### src/rtl/mem_bus_sequencer.sv
// mem_bus_sequencer: multicycle sequencer for the single shared memory bus of
// the RV32I core. Each instruction slot does an optional data access for the
// instruction in EX/MEM, then an instruction fetch. It then pulses pipe_en once
// so that every pipeline register advances together.
// Optional feature macro: BUS_TIMEOUT_EN. When it is defined, a bus access that
// waits TIMEOUT_CYCLES cycles is abandoned and a sticky bus_error is raised.
// When it is undefined, the sequencer waits for bus_ready indefinitely.
module mem_bus_sequencer #(
  parameter int unsigned TIMEOUT_CYCLES = 255,
  parameter logic [31:0] NOP_INSTR      = 32'h0000_0013
) (
  input  logic        clk,
  input  logic        rst,
  input  logic [31:0] fetch_addr,
  input  logic        mem_valid,
  input  logic        mem_we,
  input  logic [31:0] mem_addr,
  input  logic [31:0] mem_wdata,
  output logic        bus_req,
  output logic        bus_we,
  output logic [31:0] bus_addr,
  output logic [31:0] bus_wdata,
  input  logic        bus_ready,
  input  logic [31:0] bus_rdata,
  output logic [31:0] instr_out,
  output logic [31:0] load_data,
  output logic        pipe_en,
  output logic        bus_error
);

  typedef enum logic [1:0] {
    IDLE    = 2'd0,
    DATA    = 2'd1,
    FETCH   = 2'd2,
    ADVANCE = 2'd3
  } state_t;

  state_t      state_q;
  logic        bus_req_q;
  logic        bus_we_q;
  logic [31:0] bus_addr_q;
  logic [31:0] bus_wdata_q;
  logic [31:0] instr_q;
  logic [31:0] load_q;
  logic        pipe_en_q;

  // High for one cycle when the outstanding access is abandoned by the timeout.
  logic        abort;

`ifdef BUS_TIMEOUT_EN
  localparam int unsigned CNT_W = (TIMEOUT_CYCLES <= 256)   ? 8  :
                                  (TIMEOUT_CYCLES <= 65536) ? 16 : 32;
  // Abort happens on the edge that completes the TIMEOUT_CYCLES-th wait cycle.
  localparam logic [CNT_W-1:0] TIMEOUT_LIM = CNT_W'(TIMEOUT_CYCLES - 1);

  logic [CNT_W-1:0] wait_cnt_q;
  logic             bus_error_q;

  assign abort     = bus_req_q && !bus_ready && (wait_cnt_q == TIMEOUT_LIM);
  assign bus_error = bus_error_q;

  // Count consecutive wait cycles; any completion, abort or idle bus restarts the count.
  always_ff @(posedge clk) begin
    if (!rst || !bus_req_q || bus_ready || abort) begin
      wait_cnt_q <= '0;
    end else begin
      wait_cnt_q <= wait_cnt_q + 1'b1;
    end
  end

  // Sticky error flag, cleared only by reset.
  always_ff @(posedge clk) begin
    if (!rst) begin
      bus_error_q <= 1'b0;
    end else if (abort) begin
      bus_error_q <= 1'b1;
    end
  end
`else
  // The timeout length is meaningless without the counter; keep it referenced.
  logic unused_timeout_cfg;
  assign unused_timeout_cfg = (TIMEOUT_CYCLES != 0);
  assign abort              = 1'b0;
  assign bus_error          = 1'b0;
`endif

  // Slot sequencer: registered bus outputs, captured fetch/load data and the advance pulse.
  always_ff @(posedge clk) begin
    if (!rst) begin
      state_q     <= IDLE;
      bus_req_q   <= 1'b0;
      bus_we_q    <= 1'b0;
      bus_addr_q  <= '0;
      bus_wdata_q <= '0;
      instr_q     <= '0;
      load_q      <= '0;
      pipe_en_q   <= 1'b0;
    end else begin
      pipe_en_q <= 1'b0;
      unique case (state_q)
        IDLE: begin
          // mem_valid is looked at only here, so EX/MEM changes mid-slot are harmless.
          bus_req_q <= 1'b1;
          if (mem_valid) begin
            state_q     <= DATA;
            bus_addr_q  <= mem_addr;
            bus_wdata_q <= mem_wdata;
            bus_we_q    <= mem_we;
          end else begin
            state_q    <= FETCH;
            bus_addr_q <= fetch_addr;
            bus_we_q   <= 1'b0;
          end
        end
        DATA: begin
          if (bus_ready || abort) begin
            // A store leaves load_data alone; an aborted load reads as zero.
            if (!bus_we_q) begin
              load_q <= bus_ready ? bus_rdata : '0;
            end
            // fetch_addr is taken now so a PC redirect made during the data access is honoured.
            bus_addr_q <= fetch_addr;
            bus_we_q   <= 1'b0;
            state_q    <= FETCH;
          end
        end
        FETCH: begin
          if (bus_ready || abort) begin
            instr_q   <= bus_ready ? bus_rdata : NOP_INSTR;
            bus_req_q <= 1'b0;
            pipe_en_q <= 1'b1;
            state_q   <= ADVANCE;
          end
        end
        ADVANCE: begin
          state_q <= IDLE;
        end
        default: begin
          state_q <= IDLE;
        end
      endcase
    end
  end

  assign bus_req   = bus_req_q;
  assign bus_we    = bus_we_q;
  assign bus_addr  = bus_addr_q;
  assign bus_wdata = bus_wdata_q;
  assign instr_out = instr_q;
  assign load_data = load_q;
  assign pipe_en   = pipe_en_q;

endmodule
### config.mk
export PLATFORM = sky130hd
export DESIGN_NAME = mem_bus_sequencer
export DESIGN_NICKNAME = d
export VERILOG_FILES = /design/src/rtl/mem_bus_sequencer.sv
export SDC_FILE = /design/constraint.sdc
export NUM_CORES = 1
export LEC_CHECK = 0
export BUFFER_PORTS_ARGS = -buffer_cell sky130_fd_sc_hd__buf_2
export CAP_MARGIN = 15
export CORE_MARGIN = 2
export CORE_UTILIZATION = 42
export DETAILED_ROUTE_END_ITERATION = 8
export GPL_TIMING_DRIVEN = 0
export PLACE_DENSITY = 0.88
export SLEW_MARGIN = 20
export SYNTH_ARGS = -nofsm -noshare
export SYNTH_HDL_FRONTEND = slang
export SYNTH_SLANG_ARGS = --single-unit
### constraint.sdc
create_clock -name clk -period 1.55 [get_ports clk]
set_input_delay 0.31 -clock clk [delete_from_list [all_inputs] [get_ports clk]]
set_output_delay 0.31 -clock clk [all_outputs]
set_load 0.02 [all_outputs]
==> impl_metrics.csv, run 1 <==
group,metric,value,unit
clocking,clk_latency,0.40,ns
finish,syn2layout_area_growth,41.8,%
finish,n_antenna_cell,0,
status,status,"completed",
finish,utilization,60.3,%
global_routing,grt_pass1_vias,5204,
placement,routabilityCongestion,0.770,
finish,design_area,0.00789,mm2
floorplanning,io_pins,265,
global_routing,grt_overflow,0,
global_routing,antenna_found_initial,0,
placement,dp.cells,1069,
synth,ys_types,32,
timing,fin_crit_sh,96.4,%
global_routing,grt_max_degree,17,
setup_path,cp.arrival,1.79,ns
synth,async_flop_share,0,%
finish,finalNonFillerCells,1102,
synth,ys_ff_latch,133,
floorplanning,die_x,119,um
placement,place_ws,-0.272,ns
global_routing,use_met1,24.4,%
synth,synth-edff-count,0,
finish,drive_above_1_share,46.3,%
setup_path,start_kind,"flip-flop",
floorplanning,floorplan.rows,42,
drt,drc,0,
hold_path,hp-class,"input pin to flip-flop",
pwr,peakVddDrop,0.00118,V
timing,fin_setup_tns,0,ns
synth,avgSynthCellArea,8.82,um2
drt,wl_per_cell,14.1,um
clocking,clk_pin_slew,0.06,ns
clocking,cts.htree.levels,4,
synth,synth_area,0.00556,mm2
global_routing,busiest_layer,"met2",
setup_path,cp-end-kind,"flip-flop",
timing,finClkSkew,0.00451,ns
setup_path,required,1.84,ns
timing,drv_slew,0,
drt,ant_nets,0,
placement,io_buffers,262,
global_routing,grt.met3_usage,7.23,%
finish,layout.cells.most_common_list,"buf_2 (267), nand2_1 (218), dfxtp_1 (131)",
drt,via_per_inst,4.82,
synth,synthCells,631,
timing,finalSetupViolations,0,
floorplanning,initial_core_util,42.5,%
timing,fin_ws,0.0559,ns
synth,synthFlopType,"dfxtp_1",
clocking,clock_sinks,133,
drt,first_pass_iters,4,
flow_run,maxCapViolCount,0,
synth,ys.warnings.count,0,
timing,max_freq,0.669,GHz
placement,dpl.hpwl,11800,um
drt,dr.first_iter.drc_count,261,
finish,final_common_cell,"buf_2",
timing,finalHoldViolCount,0,
pwr,power_leakage,3.59,nW
finish,num-fill-cells,1173,
clocking,cts_tree,"yes",
global_routing,grt_pass1_wl,24500,um
timing,worst_slew_margin_rel,58.3,%
clocking,ctsHoldBuffers,0,
pwr,pwr_density_cell,1950,mW/mm2
timing,worst_pin_slew,0.626,ns
placement,placed_area,0.00709,mm2
drt,via_count,5307,
clocking,clockRootBuffer,"clkbuf_16",
clocking,numCtsBuffers,17,
synth,syn_nets,769,
floorplanning,coreArea,0.0131,mm2
floorplanning,die_h,119,um
finish,nNetsFinal,1051,
synth,yosysSeqAreaShare,47.9,%
timing,rsz0062_at_grt,"true",
timing,period_needed,1.49,ns
global_routing,use_met2,38.3,%
global_routing,grt_util_all_layers,21.9,%
setup_path,path_class,"flip-flop to flip-flop",
drt,routed_wl,15600,um
setup_path,cp_max_fo,10,
clocking,cts_buffer_depth,2,
floorplanning,die-area,0.0142,mm2
==> stage by stage <==
stage | hold slack (ns) | power, W
floorplan | 0.437 | 0.00894
detailed placement | 0.441 | 0.0107
CTS | 0.124 | 0.0153
global route | 0.125 | 0.0163
finish | 0.139 | 0.0154
global placement | 0.438 | 0.0106
==> Yosys cell counts, types with 7 or more instances <==
| cell | count | area [um2] |
|---|---|---|
| a21boi_1 | 81 | 608 |
| o21ai_1 | 19 | 95.1 |
| dfxtp_1 | 133 | 2660 |
| nand2_1 | 219 | 822 |
| nand2_2 | 10 | 62.6 |
| o21ai_0 | 13 | 65.1 |
| buf_6 | 10 | 113 |
| buf_2 | 7 | 35.0 |
| a21oi_2 | 60 | 526 |
| clkbuf_1 | 21 | 78.8 |
| buf_4 | 11 | 82.6 |
| a21boi_2 | 10 | 113 |
==> registers in the layout (all words and copies together) (netlist names) <==
signal,flops
bus_addr,32
bus_wdata,32
instr_out,32
load_data,32
state_q,2
bus_req,1
bus_we,1
pipe_en,1
==> power breakdown <==
group / switching (W) / leakage (nW) / internal (W)
registers: 0.000478 / 1.09 / 0.00429
logic: 0.00385 / 2.17 / 0.00237
clock network: 0.00140 / 0.324 / 0.00303
total: 0.00573 / 3.59 / 0.00968
==> final timing paths <==
kind	start	end	slack, ns	cells past startpoint
worst max register to register	state_q[1]	bus_addr[20]	0.06	6
worst max-delay path	state_q[1]	bus_addr[20]	0.06	6
worst min-delay path	mem_wdata[20]	bus_wdata[20]	0.14	3
worst min register to register	load_data[26]	load_data[26]	0.45	2
==> area by class of cell <==
type | instances | area (um2) | area share (%)
Timing Repair Buffer | 263 | 1320 | 16.7
Tap cell | 176 | 220 | 2.79
Sequential cell | 133 | 2670 | 33.8
Clock inverter | 8 | 169 | 2.14
Clock buffer | 24 | 492 | 6.23
Inverter | 2 | 10.0 | 0.127
Multi-Input combinational cell | 447 | 2660 | 33.7
Buffer | 49 | 349 | 4.43
==> logic make-up after synthesis <==
logic type | synth area share (%)
AOI/OAI and AO/OA | 27.1
adders and majority gates | 1.12
buffers and inverters | 5.69
DFF | 47.9
muxes | 0.720
other | 0.0674
and+or+nand+nor | 17.5
==> worst max-delay path, cell delays in order (launching register included) <==
cell	delay, ns
dfxtp_2	0.38
inv_4	0.07
ha_4	0.19
mux2_4	0.36
buf_6	0.16
o21ai_0	0.19
a21oi_2	0.04
==> what timing repair did <==
| action | CTS | global route |
|---|---|---|
| hold endpoints to repair | 0 | 0 |
| buffers inserted | 1 | 0 |
| setup endpoints to repair | 115 | 123 |
| pin swaps | 1 | 1 |
| gates resized for setup | 20 | 32 |
==> layer usage <==
layer	up-vias	share of wire, %
met2	202	49
li1	2650	-
met3	30	6.8
met1	2425	42
met4	0	2.6
met5	-	0
No activity file was read; power rests on OpenSTA's default activity.
==> run 2, diff against run 1 <==
Settings changed: CORE_MARGIN 2 to default.
==> run 2 against run 1 <==
Maximum frequency shrank 0.30%. Cell area is essentially flat. Clock skew grew 0.0014 ns. Setup slack lost 0.0045 ns.
==> impl_metrics.csv, run 2 (synthesis results as in run 1) <==
group,metric,value,unit
status,status,"completed",
timing,finalHoldViolCount,0,
floorplanning,floorplan.rows,41,
timing,finClkSkew,0.00589,ns
floorplanning,initial_core_util,43.5,%
pwr,internal-power,0.00976,W
timing,max_freq,0.667,GHz
floorplanning,die_x,117,um
finish,drive_above_1_share,46.7,%
placement,dpl.hpwl,11400,um
finish,final_common_cell,"buf_2",
hold_path,worstHoldStart,"mem_wdata[28]",
setup_path,path_class,"flip-flop to flip-flop",
global_routing,grt_pass1_vias,4865,
placement,placed_area,0.00709,mm2
drt,wl_per_cell,13.7,um
global_routing,antenna_found_initial,0,
drt,via_count,5232,
setup_path,crit_slowest_cell,"mux2_4",
pwr,p_clk_share,29.6,%
drt,drc,0,
pwr,p_sw_share,37.2,%
clocking,clock_sinks,133,
setup_path,timing.rr.end,"bus_addr[19]",
pwr,pwr_density_cell,1970,mW/mm2
drt,ant_nets,0,
finish,finalNonFillerCells,1098,
pwr,p_sw,0.00578,W
finish,num-fill-cells,1067,
placement,io_buffers,262,
global_routing,grt_max_degree,17,
timing,rsz0062_at_grt,"false",
timing,drv_slew,0,
hold_path,hp-class,"input pin to flip-flop",
pwr,power_leakage,3.59,nW
finish,syn2layout_area_growth,41.9,%
floorplanning,io_pins,265,
clocking,clk_latency,0.41,ns
setup_path,start_kind,"flip-flop",
global_routing,grt_util_all_layers,22.1,%
placement,routabilityCongestion,0.770,
clocking,clk_pin_slew,0.06,ns
clocking,cts_buffer_depth,2,
setup_path,regToRegSetupSlack,0.05,ns
pwr,peakVddDrop,0.00162,V
floorplanning,die-area,0.0137,mm2
setup_path,cp-end-kind,"flip-flop",
setup_path,cp.arrival,1.80,ns
pwr,p_comb_share,39.8,%
pwr,power_frac_seq,30.5,%
clocking,numCtsBuffers,17,
timing,period_needed,1.50,ns
timing,worst_slew_margin_rel,55.8,%
finish,n_antenna_cell,0,
finish,seq_area,0.00267,mm2
timing,finalSetupViolations,0,
drt,routed_wl,15100,um
clocking,cts.htree.levels,4,
hold_path,min_to,"bus_wdata[28]",
setup_path,required,1.85,ns
clocking,clockRootBuffer,"clkbuf_16",
hold_path,hold_depth,3,
finish,multi_input_area,0.00266,mm2
placement,dp.cells,1065,
timing,worst_pin_slew,0.662,ns
floorplanning,coreArea,0.0128,mm2
finish,layout.cells.most_common_list,"buf_2 (270), nand2_1 (218), dfxtp_1 (131)",
global_routing,grt_overflow,0,
global_routing,grt_pass1_wl,22800,um
drt,dr.first_iter.drc_count,332,
setup_path,r2r_cells,6,
flow_run,maxCapViolCount,0,
timing,fin_crit_sh,96.7,%
setup_path,critPathMaxStageDelay,0.36,ns
clocking,cts_tree,"yes",
setup_path,crit_chain,"inv_2 > ha_4 > mux2_4 > buf_6 > o21ai_0 > a21oi_2",
finish,design_area,0.00789,mm2
drt,via_per_inst,4.77,
drt,first_pass_iters,6,
finish,nNetsFinal,1051,
floorplanning,die_h,117,um
setup_path,worstReg2RegStart,"state_q[1]",
setup_path,cp_max_fo,10,
[run 2: power groups by stage]
stage / Sequential (W) / Clock (W) / Combinational (W)
finish: 0.00475 / 0.00461 / 0.00619
global route: 0.00485 / 0.00485 / 0.00677
CTS: 0.00470 / 0.00466 / 0.00604
detailed placement: 0.00475 / 0 / 0.00593
global placement: 0.00473 / 0 / 0.00587
floorplan: 0.00574 / 0 / 0.00320
[run 2: critical path: cells and delay by family (launching register included)]
| kind | cells | cell delay (ns) |
|---|---|---|
| compound gates | 2 | 0.22 |
| fa+ha+maj | 1 | 0.20 |
| buf+inv | 2 | 0.27 |
| flops | 1 | 0.34 |
| mux | 1 | 0.36 |
[run 2: final cells by class]
type,count,area share (%)
Timing Repair Buffer,263,16.7
Sequential cell,133,33.8
Clock buffer,20,5.79
Clock inverter,12,2.82
Tap cell,172,2.73
Inverter,2,0.0951
Multi-Input combinational cell,447,33.7
Buffer,49,4.39
[run 2: metrics by stage]
stage               worst slack [ns]  power (W)  setup TNS [ns]  utilization, %  hold slack, ns
floorplan                     0.0719    0.00894               0               -           0.437
CTS                          -0.0415     0.0154          -0.443            61.2           0.111
finish                        0.0514     0.0155               0            61.8           0.128
detailed placement            -0.233     0.0107          -16.67            55.5           0.442
global placement              -0.183     0.0106          -13.64            55.5           0.437
global route                 0.00347     0.0165               0            61.8           0.114
[run 2: worst max-delay path by stage]
stage | start | endpoint | slack, ns | depth (start not counted)
floorplan | state_q[1] | bus_addr[19] | 0.07 | 6
global placement | state_q[1] | bus_addr[5] | -0.18 | 6
detailed placement | state_q[1] | load_data[16] | -0.23 | 6
CTS | state_q[1] | bus_addr[4] | -0.04 | 6
global route | state_q[1] | load_data[11] | 0.003 | 6
finish | state_q[1] | bus_addr[19] | 0.05 | 6
[run 2: per-layer routing]
| layer | share of wire [%] | up-vias | GRT usage (%) |
|---|---|---|---|
| met4 | 2.4 | 0 | 9.62 |
| met2 | 49 | 220 | 38.7 |
| met3 | 7.5 | 30 | 7.67 |
| li1 | - | 2648 | - |
| met5 | 0 | - | 0 |
| met1 | 41 | 2334 | 24.1 |
[run 2: what timing repair did]
item | 4_1_cts | 5_1_grt
endpoints found under the setup margin | 115 | 120
resized for setup | 18 | 33
hold buffers | 0 | 0
cloned | 0 | 0
pin swaps | 1 | 0
buffers inserted | 0 | 1
